`src/rtl/mem_arbiter_types_pkg.sv`:
```
// ----------------------------------------------------------------------------
// mem_arbiter_types
//   Shared types for the unified memory-port arbiter: the arbiter FSM states,
//   the transaction owner, the 64-bit double_word used for address and data
//   fields, and the width of the fetch starvation counter.
// ----------------------------------------------------------------------------
package mem_arbiter_types;

    typedef logic [63:0] double_word;

    typedef enum logic [1:0] {
        ARB_IDLE  = 2'd0,
        ARB_ISSUE = 2'd1,
        ARB_WAIT  = 2'd2
    } arb_state_e;

    typedef enum logic {
        OWN_FETCH = 1'b0,
        OWN_DATA  = 1'b1
    } arb_owner_e;

    // Wide enough for the largest legal starvation limit (15).
    localparam int STARVE_W = 4;

endpackage

```
`src/rtl/mem_port_arbiter.sv`:
```
// ----------------------------------------------------------------------------
// mem_port_arbiter
//   Shares one memory port between instruction fetch and the MEM stage, with a
//   single outstanding transaction. Data requests win arbitration unless fetch
//   has lost STARVE_LIMIT consecutive contested grants. A fetch flush drops the
//   in-flight fetch response without retracting the memory request.
//
// Ports
//   clk, rst            clock; asynchronous active-low reset
//   f_req_*             fetch request (valid/addr) and combinational ready
//   f_flush             discard any outstanding fetch
//   f_resp_valid/data   instruction word, one-cycle pulse
//   d_req_*             data request (valid/addr/write/wdata/wstrb), ready
//   d_resp_valid/data   load data or store ack (data 0), one-cycle pulse
//   mem_req_*           memory request, held stable until mem_req_ready
//   mem_resp_valid/data memory response
//   busy                a transaction is in progress
// ----------------------------------------------------------------------------
module mem_port_arbiter
    import mem_arbiter_types::*;
#(
    parameter int unsigned STARVE_LIMIT = 4
) (
    input  logic        clk,
    input  logic        rst,
    input  logic        f_req_valid,
    input  double_word  f_req_addr,
    output logic        f_req_ready,
    input  logic        f_flush,
    output logic        f_resp_valid,
    output logic [31:0] f_resp_data,
    input  logic        d_req_valid,
    input  double_word  d_req_addr,
    input  logic        d_req_write,
    input  double_word  d_req_wdata,
    input  logic [7:0]  d_req_wstrb,
    output logic        d_req_ready,
    output logic        d_resp_valid,
    output double_word  d_resp_data,
    output logic        mem_req_valid,
    output double_word  mem_req_addr,
    output logic        mem_req_write,
    output double_word  mem_req_wdata,
    output logic [7:0]  mem_req_wstrb,
    input  logic        mem_req_ready,
    input  logic        mem_resp_valid,
    input  double_word  mem_resp_data,
    output logic        busy
);

    localparam logic [STARVE_W-1:0] LIMIT = STARVE_W'(STARVE_LIMIT);

    arb_state_e          state;
    arb_owner_e          owner;
    logic [STARVE_W-1:0] starve_cnt;
    logic                drop;
    double_word          lat_addr;
    double_word          lat_wdata;
    logic                lat_write;
    logic [7:0]          lat_wstrb;
    logic                f_resp_pulse;

    logic idle;
    logic f_eligible;
    logic fetch_forced;
    logic grant_d;
    logic grant_f;

    function automatic logic [STARVE_W-1:0] sat_inc(input logic [STARVE_W-1:0] v);
        return (v >= LIMIT) ? LIMIT : v + 1'b1;
    endfunction

    // Winner selection: a flushing fetch is never eligible, so data may take
    // the slot even when fetch would otherwise be forced.
    assign idle         = (state == ARB_IDLE);
    assign f_eligible   = f_req_valid && !f_flush;
    assign fetch_forced = f_eligible && (starve_cnt == LIMIT);
    assign grant_d      = idle && d_req_valid && !fetch_forced;
    assign grant_f      = idle && f_eligible && !grant_d;

    assign f_req_ready   = grant_f;
    assign d_req_ready   = grant_d;
    assign mem_req_valid = (state == ARB_ISSUE);
    assign mem_req_addr  = lat_addr;
    assign mem_req_write = lat_write;
    assign mem_req_wdata = lat_wdata;
    assign mem_req_wstrb = lat_wstrb;
    assign busy          = !idle;
    // A flush arriving while the instruction pulse is on the output kills it.
    assign f_resp_valid  = f_resp_pulse && !f_flush;

    always_ff @(posedge clk or negedge rst) begin
        if (!rst) begin
            state        <= ARB_IDLE;
            owner        <= OWN_DATA;
            starve_cnt   <= '0;
            drop         <= 1'b0;
            lat_addr     <= '0;
            lat_wdata    <= '0;
            lat_write    <= 1'b0;
            lat_wstrb    <= '0;
            f_resp_pulse <= 1'b0;
            f_resp_data  <= '0;
            d_resp_valid <= 1'b0;
            d_resp_data  <= '0;
        end else begin
            f_resp_pulse <= 1'b0;
            d_resp_valid <= 1'b0;
            case (state)
                ARB_IDLE: begin
                    if (grant_d) begin
                        lat_addr  <= d_req_addr;
                        lat_write <= d_req_write;
                        lat_wdata <= d_req_wdata;
                        lat_wstrb <= d_req_wstrb;
                        owner     <= OWN_DATA;
                        state     <= ARB_ISSUE;
                        // Only a contested data grant counts against fetch.
                        if (f_req_valid) starve_cnt <= sat_inc(starve_cnt);
                    end else if (grant_f) begin
                        lat_addr   <= f_req_addr;
                        lat_write  <= 1'b0;
                        lat_wdata  <= '0;
                        lat_wstrb  <= '0;
                        owner      <= OWN_FETCH;
                        state      <= ARB_ISSUE;
                        starve_cnt <= '0;
                    end
                end
                ARB_ISSUE: begin
                    if (mem_req_ready) state <= ARB_WAIT;
                    if (owner == OWN_FETCH && f_flush) drop <= 1'b1;
                end
                ARB_WAIT: begin
                    if (mem_resp_valid) begin
                        state <= ARB_IDLE;
                        drop  <= 1'b0;
                        if (owner == OWN_FETCH) begin
                            // The response is consumed either way; only the
                            // pulse is withheld for a flushed fetch.
                            f_resp_pulse <= !(drop || f_flush);
                            f_resp_data  <= lat_addr[2] ? mem_resp_data[63:32]
                                                        : mem_resp_data[31:0];
                        end else begin
                            d_resp_valid <= 1'b1;
                            d_resp_data  <= lat_write ? '0 : mem_resp_data;
                        end
                    end else if (owner == OWN_FETCH && f_flush) begin
                        drop <= 1'b1;
                    end
                end
                default: state <= ARB_IDLE;
            endcase
        end
    end

endmodule

```
`config.mk`:
```
export PLATFORM = sky130hd
export DESIGN_NAME = mem_port_arbiter
export DESIGN_NICKNAME = d
export VERILOG_FILES = /design/src/rtl/mem_arbiter_types_pkg.sv /design/src/rtl/mem_port_arbiter.sv
export SDC_FILE = /design/constraint.sdc
export NUM_CORES = 1
export LEC_CHECK = 0
export BUFFER_PORTS_ARGS = -buffer_cell sky130_fd_sc_hd__buf_2
export CAP_MARGIN = 10
export CORE_AREA = 2 2 196 198
export CTS_CLUSTER_SIZE = 16
export DETAILED_ROUTE_END_ITERATION = 10
export DIE_AREA = 0 0 198 200
export RECOVER_POWER = 25
export SYNTH_ARGS = -nofsm -noshare
export SYNTH_HDL_FRONTEND = slang
export SYNTH_SLANG_ARGS = --single-unit
```
`constraint.sdc`:
```
create_clock -name clk -period 5.4 [get_ports clk]
set_input_delay 0 -clock clk [delete_from_list [all_inputs] [get_ports clk]]
set_output_delay 0 -clock clk [all_outputs]
set_load 0.02 [all_outputs]
```
Yosys cells after proc, flatten, opt, wreduce, memory -nomap -nowiden
Index checks and enable logic that the tools add are counted.
{ "classes": {"n_addsub": 1, "magnitude_cmp": 1, "n_eq_ne": 7, "muxes": 29, "bitwise_logic": 1, "reduce_logical": 22} }
{ "op_table": {"columns": ["op", "count"], "rows": [
  ["$mux W64", 5],
  ["$mux W32", 1],
  ["$mux W4", 4],
  ["$mux W8", 2],
  ["$reduce_and A3 Y1", 4],
  ["$mux W1", 11],
  ["$logic_and A1 B1 Y1", 8],
  ["$mux W2", 4],
  ["$pmux W2 S3", 1],
  ["$logic_not A1 Y1", 5],
  ["$add A4 B1 Y4 const B", 1],
  ["$eq A4 B3 Y1 const B", 1],
  ["$ge A4 B3 Y1 const B", 1],
  ["$ne A2 B2 Y1 const B", 2],
  ["$reduce_bool A2 Y1", 2],
  ["$ne A3 B2 Y1 const B", 1],
  ["$eq A2 B1 Y1 const B", 1],
  ["$eq A2 B2 Y1 const B", 1],
  ["$logic_not A2 Y1", 1],
  ["$ne A2 B1 Y1 const B", 1],
  ["$pmux W1 S2", 1],
  ["$reduce_and A2 Y1", 1],
  ["$logic_or A1 B1 Y1", 1],
  ["$not A1 Y1", 1]
]} }
{ "word_totals": {"ff_bits": 243, "input_bits": 272, "out_inout_bits": 239} }

Depth between registers and ports, before layout
Gate-level depths: netlist (run 1).
{ "depth": {"depth_word": 10, "depth_mapped": 8} }

Worst setup path after synthesis (run 1)
Ideal clock, no wire load.
{ "synth_timing": {"path_kind": "register to register", "startpoint": "register state[0]", "endpoint": "register lat_addr[36], in the netlist mem_req_addr[36]", "setup_time_ns": 0.125, "t_arrival_ns": 1.721, "required_ns": 5.275, "setup_slack_ns": 3.554, "path_stages_with_launch": 8, "n_path_buf": 2, "period_less_slack_ns": 1.846, "path_cell_list": "dfrtp_1 inv_1 ha_1 nand3b_1 buf_6 buf_6 mux2_4 mux2_2"} }
{ "synth_between": {"elab_chain_len": 7} }
{ "synth_rtl": {"columns": ["element", "line_no", "rtl"], "rows": [
  ["start, declared", "mem_port_arbiter.sv:53", "arb_state_e state;"],
  ["start signal, assigned", "mem_port_arbiter.sv:94", "state <= ARB_IDLE;"],
  ["start signal, assigned", "mem_port_arbiter.sv:117", "state <= ARB_ISSUE;"],
  ["start signal, assigned", "mem_port_arbiter.sv:126", "state <= ARB_ISSUE;"],
  ["$logic_not A2 Y1 (*)", "mem_port_arbiter.sv:75, mem_port_arbiter.sv:109", null],
  ["$logic_and A1 B1 Y1 (2 in series)", "mem_port_arbiter.sv:78", "assign grant_d = idle && d_req_valid && !fetch_forced;"],
  ["$logic_not A1 Y1", "mem_port_arbiter.sv:79", "assign grant_f = idle && f_eligible && !grant_d;"],
  ["$logic_and A1 B1 Y1", "mem_port_arbiter.sv:79", null],
  ["$reduce_bool A2 Y1 (no line)", null, null],
  ["$reduce_and A2 Y1 (no line)", null, null],
  ["end signal, assigned", "mem_port_arbiter.sv:112", "lat_addr <= d_req_addr;"],
  ["end signal, assigned", "mem_port_arbiter.sv:121", "lat_addr <= f_req_addr;"],
  ["end, declared", "mem_port_arbiter.sv:57", "double_word lat_addr;"]
]} }
Mark *: on every way between the ends. The rest lies on a longest branch, timed or not.
A chain may end at the register's enable or synchronous reset.

Worst setup path in the final report (run 1)
{ "layout_timing": {"startpoint": "register state[0]", "endpoint": "register lat_addr[1], in the netlist mem_req_addr[1]"} }
The elaborated chain is that of the path after synthesis.

==> flow_summary.ini, run 1 <==
[setup_path]
cp.required_ns = 5.82
r2r-start = state[0]
path_class = flip-flop to flip-flop
start_kind = flip-flop
cp_max_fo = 61
cp.arrival_ns = 3.72
critPathCaptureType = flip-flop
critPathLaunch = state[0]

[placed_design]
hpwl_mm = 23.0
place.gp.congestion = 0.769
io_buffers = 510
pre_cts_slack_ns = 2.71

[timing]
fin_tns_setup_ns = 0
slew_violations = 0
setup_ws_ns = 2.10
tightest_slew_ns = 1.35
rsz0062_at_grt = false
finalHoldViolations = 0
period_minus_slack_ns = 3.30
fmax_ghz = 0.303
period_share_pct = 61.2
hold_slack_ns = 0.0543
skew_ns = 0.0106
final-setup-viol-count = 0
timing.slew.headroom_pct = 10.3

[power]
swShare_pct = 39.0
sequentialPowerShare_pct = 33.0
p_total_mw = 9.72
p_clk_share_pct = 20.1
power_switching_mw = 3.79
internal_power_mw = 5.93
ir_drop_v = 0.000307
p_leak_nw = 8.44
p_comb_share_pct = 46.8
power.density_mw_per_mm2 = 571

[floorplan]
die_area_mm2 = 0.0396
rows = 71
core_area_mm2 = 0.0374
pin_count = 511
fp.dieH_um = 200
start_util_pct = 28.0
die_x_um = 198

[clocking]
insertion_delay_ns = 0.54
cts.sinks = 243
h-tree-depth = 1
clockBufferDepth = 3
cts_tree = built
clk_pin_slew_worst_paths_ns = 0.06
cts_inserted_buffers = 28
cts_root_buf = clkbuf_16

[logic_synthesis]
synth_area_per_cell_um2 = 12.4
synth_cell_type_count = 31
syn_nets = 1120
yosysWarnings = 0
synthCells = 841
yosysSeqAreaShare_pct = 58.2
syn_area_mm2 = 0.0105
synth-seq-cells = 243

[route]
wl_mm = 35.9
firstDrtPassIters = 5
drcViolationCount = 0
routed_via_density = 4.39
ant_nets = 0
via_count = 9367
wire_per_inst_um = 16.8
first_iter_violations = 308

[cells_and_area]
areaGrowthSynthToFinish_pct = 62.9
ff_latch_area_mm2 = 0.00608
nNetsFinal = 1881
num-fill-cells = 3461
drive_gt1_share_pct = 38.0
multiInputGateArea_mm2 = 0.00405
utilization_pct = 45.5

[global_routing]
grt_pass1_vias = 9781
grt_max_degree = 96
grt_usage_pct = 17.1
grt-ovfl-total = 0
grt_pass1_wl_mm = 53.6
antenna_found_initial = 0

[status]
outcome = completed

[job]
max-cap-violations = 0

[worst_hold_path]
hp-class = primary input to asynchronous set/reset pin
==> Yosys cell counts, drive strengths merged <==
cell type / instances / area [um^2]
a21o: 1 / 7.51
a21oi: 2 / 10.0
a22o: 73 / 639
a311oi: 1 / 8.76
a31oi: 2 / 12.5
buf: 32 / 189
clkbuf: 30 / 113
dfrtp: 242 / 6060
dfstp: 1 / 26.3
ha: 7 / 87.6
inv: 11 / 41.3
mux2: 130 / 1570
mux2i: 33 / 330
nand2: 99 / 372
nand2b: 65 / 407
nand3: 2 / 10.0
nand3b: 2 / 15.0
nand4b: 1 / 8.76
nor2: 1 / 3.75
nor2b: 4 / 25.0
nor3: 1 / 5.00
o211ai: 1 / 12.5
o21ai: 96 / 480
o21ba: 1 / 10.0
o22ai: 2 / 12.5
or3: 1 / 6.26
==> cells in the final DEF, fill, tap and decap left out, drive strengths merged, types with 2 or more instances in the layout <==
| cell | netlist | routed |
|---|---|---|
| mux2i | 33 | 33 |
| nor2b | 4 | 4 |
| nand2 | 99 | 99 |
| a21oi | 2 | 2 |
| dlygate4sd3 | 0 | 273 |
| nand3b | 2 | 2 |
| bufinv | 0 | 2 |
| nand2b | 65 | 65 |
| o22ai | 2 | 2 |
| inv | 11 | 11 |
| o21ai | 96 | 96 |
| nand3 | 2 | 2 |
| buf | 32 | 433 |
| dfrtp | 242 | 242 |
| a22o | 73 | 73 |
| clkbuf | 30 | 129 |
| clkinv | 0 | 7 |
| a31oi | 2 | 2 |
| mux2 | 130 | 130 |
| ha | 7 | 7 |
==> cells by family after synthesis <==
| logic type | share of synthesized area (%) |
|---|---|
| muxes | 18.1 |
| buffers and inverters | 3.28 |
| AOI/OAI and AO/OA | 11.4 |
| DFF | 58.2 |
| and+or+nand+nor | 8.15 |
| adders and majority gates | 0.838 |
==> power groups by stage <==
stage	clock [mW]	combinational, mW	sequential [mW]
2_1_floorplan	0	1.71	4.12
3_3_place_gp	0	4.01	3.18
3_5_place_dp	0	4.09	3.19
4_1_cts	2.01	4.62	3.19
5_1_grt	2.09	4.90	3.32
6_report	1.96	4.55	3.21
==> timing repair <==
action                    in CTS  in global routing
setup buffers                  0                  0
resized for setup              0                  0
hold buffers                 273                  0
hold endpoints to repair     330                  0
==> metrics by stage <==
stage | area [um^2] | std cells
after floorplan | 10500 | 841
after global placement | 13500 | 1810
after detailed placement | 13500 | 1810
after CTS | 17100 | 2135
after global routing | 17000 | 2135
final | 17000 | 2136
==> state kept, by name, indices dropped and copies added (netlist names) <==
register / count
mem_req_write: 1
mem_req_addr: 64
drop: 1
owner: 1
mem_req_wdata: 64
starve_cnt: 4
f_resp_pulse: 1
d_resp_data: 64
mem_req_wstrb: 8
d_resp_valid: 1
state: 2
f_resp_data: 32
==> routing by layer <==
| layer | global-route usage (%) | wire length [um] | up-vias |
|---|---|---|---|
| li1 | - | - | 4458 |
| met1 | 21.2 | 14900 | 4486 |
| met2 | 30.0 | 17900 | 361 |
| met3 | 3.18 | 2090 | 62 |
| met4 | 5.99 | 990 | 0 |
| met5 | 0 | 0 | - |
==> critical path, cell delays in order (launching register included) <==
cell           delay, ns
dfrtp_1             0.38
inv_1               0.09
ha_1                0.30
nand3b_1            0.29
buf_4               0.79
mux2_2              0.43
mux2_2              0.27
dlygate4sd3_1       0.56
==> path summary, 6_finish.rpt <==
kind                            cells after the start                end  slack [ns]
worst max-delay path                                7    mem_req_addr[1]        2.10
worst min-delay path                                2  mem_req_wdata[25]        0.05
worst max register to register                      7    mem_req_addr[1]        2.10
worst min register to register                      1       f_resp_pulse        0.44
max in group asynchronous                           3   mem_req_addr[63]        3.56
min in group clk                                    3  mem_req_wdata[22]        0.21
==> final cells by class <==
| class | instances | share of cell area (%) |
|---|---|---|
| antenna | 1 | 0.0147 |
| clock buffer | 42 | 4.96 |
| clock inverter | 10 | 0.646 |
| inverter | 11 | 0.242 |
| multi-input combinational | 525 | 23.8 |
| sequential | 243 | 35.7 |
| tap | 511 | 3.75 |
| timing repair buffer | 793 | 30.9 |
(Power assumes the default switching activity.)
==> run 2: changes to the inputs <==
--- a/config.mk
+++ b/config.mk
@@ -5,12 +5,13 @@
 export SDC_FILE = /design/constraint.sdc
 export NUM_CORES = 1
 export LEC_CHECK = 0
+export ABC_AREA = 1
 export BUFFER_PORTS_ARGS = -buffer_cell sky130_fd_sc_hd__buf_2
 export CAP_MARGIN = 10
-export CORE_AREA = 2 2 196 198
+export CORE_AREA = 2 2 202 204
 export CTS_CLUSTER_SIZE = 16
 export DETAILED_ROUTE_END_ITERATION = 10
-export DIE_AREA = 0 0 198 200
+export DIE_AREA = 0 0 204 206
 export RECOVER_POWER = 25
 export SYNTH_ARGS = -nofsm -noshare
 export SYNTH_HDL_FRONTEND = slang
==> constraint.sdc (replaced) <==
create_clock -name clk -period 2.7 [get_ports clk]
set_input_delay 0 -clock clk [delete_from_list [all_inputs] [get_ports clk]]
set_output_delay 0 -clock clk [all_outputs]
set_load 0.02 [all_outputs]
==> run 2 against run 1 <==
Compared with the run above: the flow now finishes with violations (max-capacitance violations, max-slew violations); synthesized area up 4.2%; register-to-register slack lost 1.9 ns; critical path depth increased by 1; design area grew 4.2%; sequential cell count stayed put; maximum frequency up 30%; cell count increased by 25%; combinational power up 100%; setup slack got worse by 1.9 ns.
==> flow_summary.ini, run 2 <==
[status]
outcome = finished with violations
violations = max-capacitance violations, max-slew violations

[setup_path]
cp.arrival_ns = 3.02
r2r-start = state[0]
cp.required_ns = 3.18
path_cells = inv_1 -> ha_1 -> nand2_1 -> inv_2 -> buf_6 -> nand3_1 -> nand3_1 -> dlygate4sd3_1
path_common_cell = nand3_1
path_class = flip-flop to flip-flop
max_stage_delay_ns = 0.55
critPathCaptureType = flip-flop
cp_slowest_cell = dlygate4sd3_1
start_kind = flip-flop
rr_endpoint = mem_req_addr[58]
rrSetupSlack_ns = 0.15
cp_max_fo = 67
ff2ff_path_depth = 8

[floorplan]
rows = 74
die_area_mm2 = 0.0420
pin_count = 511
start_util_pct = 27.1
die_x_um = 204
fp.dieH_um = 206
core_area_mm2 = 0.0402

[logic_synthesis]
synth-edff-count = 0
yosysWarnings = 0
yosysSeqAreaShare_pct = 55.8
synth_cell_type_count = 21
synthArstFlopShare_pct = 100
netlist_top_cells_count = 462 x nand2_1, 242 x dfrtp_1, 199 x nand3_1
syn_nets = 1636
synth_top_flop_cell = dfrtp_1
synthTopCellsByArea = dfrtp_1 56%, nand2_1 16%, nand3_1 9.1%
yosysTopAreaCell = dfrtp_1
synthCells = 1357
yosysTopAreaCellShare_pct = 55.6
synth_area_per_cell_um2 = 8.03
synth-seq-cells = 243
synth.most_common_cell = nand2_1
syn_area_mm2 = 0.0109

[placed_design]
placed_cells = 2332
io_buffers = 510
place.gp.congestion = 0.880
dpl_cell_area_mm2 = 0.0140
pre_cts_slack_ns = 0.564
hpwl_mm = 26.7

[cells_and_area]
mostFrequentLayoutCells = 509 x buf_2, 459 x nand2_1, 279 x dlygate4sd3_1, 241 x dfrtp_1, 198 x nand3_1
design_area_mm2 = 0.0177
multiInputGateArea_mm2 = 0.00393
nNetsFinal = 2388
num-fill-cells = 3879
ff_latch_area_mm2 = 0.00608
fin_cells = 2664
areaGrowthSynthToFinish_pct = 62.9
drive_gt1_share_pct = 28.0
layout_commonest_cell = buf_2

[global_routing]
grt_pass1_vias = 12500
grt_pass1_wl_mm = 63.7
grt_max_degree = 87
antenna_found_initial = 1
grt_usage_pct = 18.8
grt-ovfl-total = 0

[timing]
fin_tns_setup_ns = 0
hold_slack_ns = 0.187
fmax_ghz = 0.392
rsz0062_at_grt = false
period_share_pct = 94.4
skew_ns = 0.0243
timing.slew.headroom_pct = -59.8
finalHoldViolations = 0
setup_ws_ns = 0.152
final-setup-viol-count = 0
period_minus_slack_ns = 2.55
tightest_slew_ns = 2.40
slew_violations = 83

[route]
ant_nets = 0
firstDrtPassIters = 5
wl_mm = 41.4
via_count = 12200
drcViolationCount = 0
routed_via_density = 4.58
first_iter_violations = 746
wire_per_inst_um = 15.5

[power]
p_leak_nw = 9.71
power.density_mw_per_mm2 = 1100
ir_drop_v = 0.000514

[worst_hold_path]
hold_start = d_req_wdata[45]
holdPathStages = 4
min_to = mem_req_wdata[45]
hp-class = primary input to flip-flop

[clocking]
insertion_delay_ns = 0.56
cts_root_buf = clkbuf_16
h-tree-depth = 1
clockBufferDepth = 3
cts_tree = built
clk_pin_slew_worst_paths_ns = 0.07
cts.sinks = 243
cts_inserted_buffers = 28

[job]
max-cap-violations = 1
[run 2: critical path, delay by kind of cell (launching register included)]
family	cells	cell delay, ns
buffers and inverters	4	1.21
adders and majority gates	1	0.33
and+or+nand+nor	3	0.44
DFF	1	0.41
[run 2: worst max-delay path by stage]
stage / from / endpoint / cells past startpoint
after floorplan: state[0] / mem_req_addr[14] / 9
after global placement: state[0] / mem_req_addr[32] / 9
after detailed placement: state[0] / starve_cnt[1] / 7
after CTS: state[0] / mem_req_addr[17] / 10
after global routing: state[0] / mem_req_addr[3] / 8
final: state[0] / mem_req_addr[58] / 8
[run 2: timing repair]
item	CTS	global route
buffers inserted	0	0
hold buffers	279	0
endpoints found under the hold margin	428	0
resized for setup	0	5
setup endpoints to repair	0	65
[run 2: cells by family after synthesis]
group / share of synthesized area [%]
compound gates: 6.21
simple gates: 28.7
fa+ha+maj: 0.804
buf+inv: 8.40
flops: 55.8
[run 2: routing by layer]
metal | GRT usage [%] | wire [um] | up-vias
met4 | 6.91 | 1140 | 0
met5 | 0 | 0 | -
met1 | 21.9 | 16400 | 5775
li1 | - | - | 5765
met2 | 33.7 | 20400 | 579
met3 | 4.32 | 3420 | 80
[run 2: area by class of cell]
class                   count  share of cell area (%)
diodes                      1                  0.0141
clock inverters            16                    1.06
inverters                 117                    2.48
flip-flops and latches    243                    34.3
clock buffers              36                    4.41
well taps                 532                    3.75
multi-input cells         906                    22.2
repair buffers            813                    31.9
[run 2: through the flow]
step	total power, mW	util (%)
3_5_place_dp	14.3	34.8
4_1_cts	19.5	44.1
5_1_grt	20.7	44.2
3_3_place_gp	14.1	34.8
6_report	19.5	44.2
2_1_floorplan	11.2	-
[run 2: power by group]
part,switching (mW),internal (mW)
sequential,0.991,5.29
clock,1.58,2.42
combinational,5.71,3.47
total,8.28,11.2
==> run 3: changes to the inputs <==
--- a/config.mk
+++ b/config.mk
@@ -12,7 +12,10 @@
 export CTS_CLUSTER_SIZE = 16
 export DETAILED_ROUTE_END_ITERATION = 10
 export DIE_AREA = 0 0 204 206
+export GPL_TIMING_DRIVEN = 0
 export RECOVER_POWER = 25
+export REMOVE_ABC_BUFFERS = 1
+export SLEW_MARGIN = 40
 export SYNTH_ARGS = -nofsm -noshare
 export SYNTH_HDL_FRONTEND = slang
 export SYNTH_SLANG_ARGS = --single-unit
==> run 3 against run 2 <==
Compared with the run above: the run now ends clean; first-iteration DRC count rose by 36%; maximum frequency rose by 1.5%; non-clock buffer count did not move; hold slack got worse by 0.016 ns; clock skew rose by 0.013 ns; routed wire length rose by 1.7%; register-to-register slack improved by 0.04 ns; sequential share of layout area fell by 0.78 points; clock power rose by 16%.
==> flow_summary.ini, run 3 (same netlist as run 2, synthesis figures left out) <==
[route]
via_count = 12200
drcViolationCount = 0
first_iter_violations = 1012
ant_nets = 0
wire_per_inst_um = 15.8
firstDrtPassIters = 5
wl_mm = 42.1
routed_via_density = 4.56

[placed_design]
placed_cells = 2328
hpwl_mm = 25.9
place.gp.congestion = 0.815
pre_cts_slack_ns = -0.511
io_buffers = 510
dpl_cell_area_mm2 = 0.0141

[global_routing]
grt_max_degree = 72
antenna_found_initial = 0
grt_pass1_wl_mm = 63.6
grt-ovfl-total = 0
grt_usage_pct = 18.8
grt_pass1_vias = 12200

[power]
power.density_mw_per_mm2 = 1090
p_leak_nw = 9.83
ir_drop_v = 0.000565

[timing]
period_share_pct = 93.0
fmax_ghz = 0.398
hold_slack_ns = 0.171
fin_tns_setup_ns = 0
period_minus_slack_ns = 2.51
setup_ws_ns = 0.188
finalHoldViolations = 0
final-setup-viol-count = 0
timing.slew.headroom_pct = 32.7
tightest_slew_ns = 1.01
slew_violations = 0
rsz0062_at_grt = false
skew_ns = 0.0375

[clocking]
cts_tree = built
cts_root_buf = clkbuf_16
clk_pin_slew_worst_paths_ns = 0.06
clockBufferDepth = 3
insertion_delay_ns = 0.57
cts_inserted_buffers = 29
h-tree-depth = 1
cts.sinks = 243

[setup_path]
rrSetupSlack_ns = 0.19
critPathCaptureType = flip-flop
start_kind = flip-flop
cp_num_buf_inv = 3
cp.arrival_ns = 3.02
cp_slowest_cell = dlygate4sd3_1
cp_max_fo = 45
cp.required_ns = 3.20
path_cells = inv_1 -> ha_1 -> nand2_4 -> buf_12 -> nor2_4 -> nand3_1 -> nand2_1 -> dlygate4sd3_1
max_stage_delay_ns = 0.53
timing.critical_path.max_delay_family = buffers and inverters
path_class = flip-flop to flip-flop

[floorplan]
pin_count = 511
start_util_pct = 27.1
rows = 74
die_area_mm2 = 0.0420
core_area_mm2 = 0.0402
die_x_um = 204
fp.dieH_um = 206

[cells_and_area]
fin_cells = 2670
mostFrequentLayoutCells = 500 x buf_2, 458 x nand2_1, 275 x dlygate4sd3_1, 241 x dfrtp_1, 198 x nand3_1
design_area_mm2 = 0.0182
num-fill-cells = 3792
nNetsFinal = 2394
drive_gt1_share_pct = 28.2
areaGrowthSynthToFinish_pct = 66.8
layout_commonest_cell = buf_2

[job]
max-cap-violations = 0

[status]
outcome = completed

[worst_hold_path]
hp-class = primary input to flip-flop
run 3: cell count changes in the layout (fill, tap and decap cells not counted), moves of 6 or more:
cell,delta
buf_8,+7
bufinv_16,+7
buf_2,-9
buf_16,+7
clkbuf_1,+6
buf_4,-6
run 3: worst paths after layout:
kind | start | endpoint | cells after the start
max in group asynchronous | rst | mem_req_addr[42] | 4
worst min-delay path | d_req_wdata[14] | mem_req_wdata[14] | 4
min in group asynchronous | rst | owner | 3
worst max register to register | state[0] | d_resp_data[32] | 8
worst min register to register | mem_req_wdata[43] | mem_req_wdata[43] | 2
worst max-delay path | state[0] | d_resp_data[32] | 8
run 3: worst min-delay path: cells and delay by family:
family	cells	cell delay, ns
simple gates	2	0.09
buf+inv	2	0.61
run 3: area by class of cell:
cell class                      instances  area (um^2)  area share, %
Antenna cell                            2         5.00         0.0276
Clock buffer                           33          781           4.30
Clock inverter                         19          357           1.96
Inverter                              117          487           2.68
Multi-Input combinational cell        908         4000           22.0
Sequential cell                       243         6090           33.5
Tap cell                              532          666           3.66
Timing Repair Buffer                  813         5760           31.7
Timing Repair inverter                  3         26.3          0.145
run 3: metrics by stage:
stage               utilization (%)  power, mW
floorplan                         -       11.0
global placement               33.9       13.9
detailed placement             35.2       14.4
CTS                            45.1       19.8
global route                   45.2       21.1
finish                         45.2       19.8
run 3: routing by layer:
| layer | global-route usage [%] | routed length [um] | vias to the layer above |
|---|---|---|---|
| li1 | - | - | 5790 |
| met1 | 22.8 | 16700 | 5757 |
| met2 | 32.4 | 20700 | 533 |
| met3 | 3.74 | 3040 | 105 |
| met4 | 8.62 | 1680 | 0 |
| met5 | 0 | 0 | - |
run 3: power by group:
part / internal, mW / switching, mW / total [mW] / leakage [nW]
Combinational: 3.11 / 5.86 / 8.97 / 6.24
Clock: 3.02 / 1.64 / 4.66 / 0.565
Sequential: 5.29 / 0.915 / 6.21 / 3.02
run 3: what timing repair did:
action                                  CTS  global route
pin swaps                                 0             2
cloned                                    3             2
hold endpoints to repair                413             0
setup buffers                             0             7
endpoints found under the setup margin  125             4
hold buffers                            276             0
gates resized for setup                  13             1
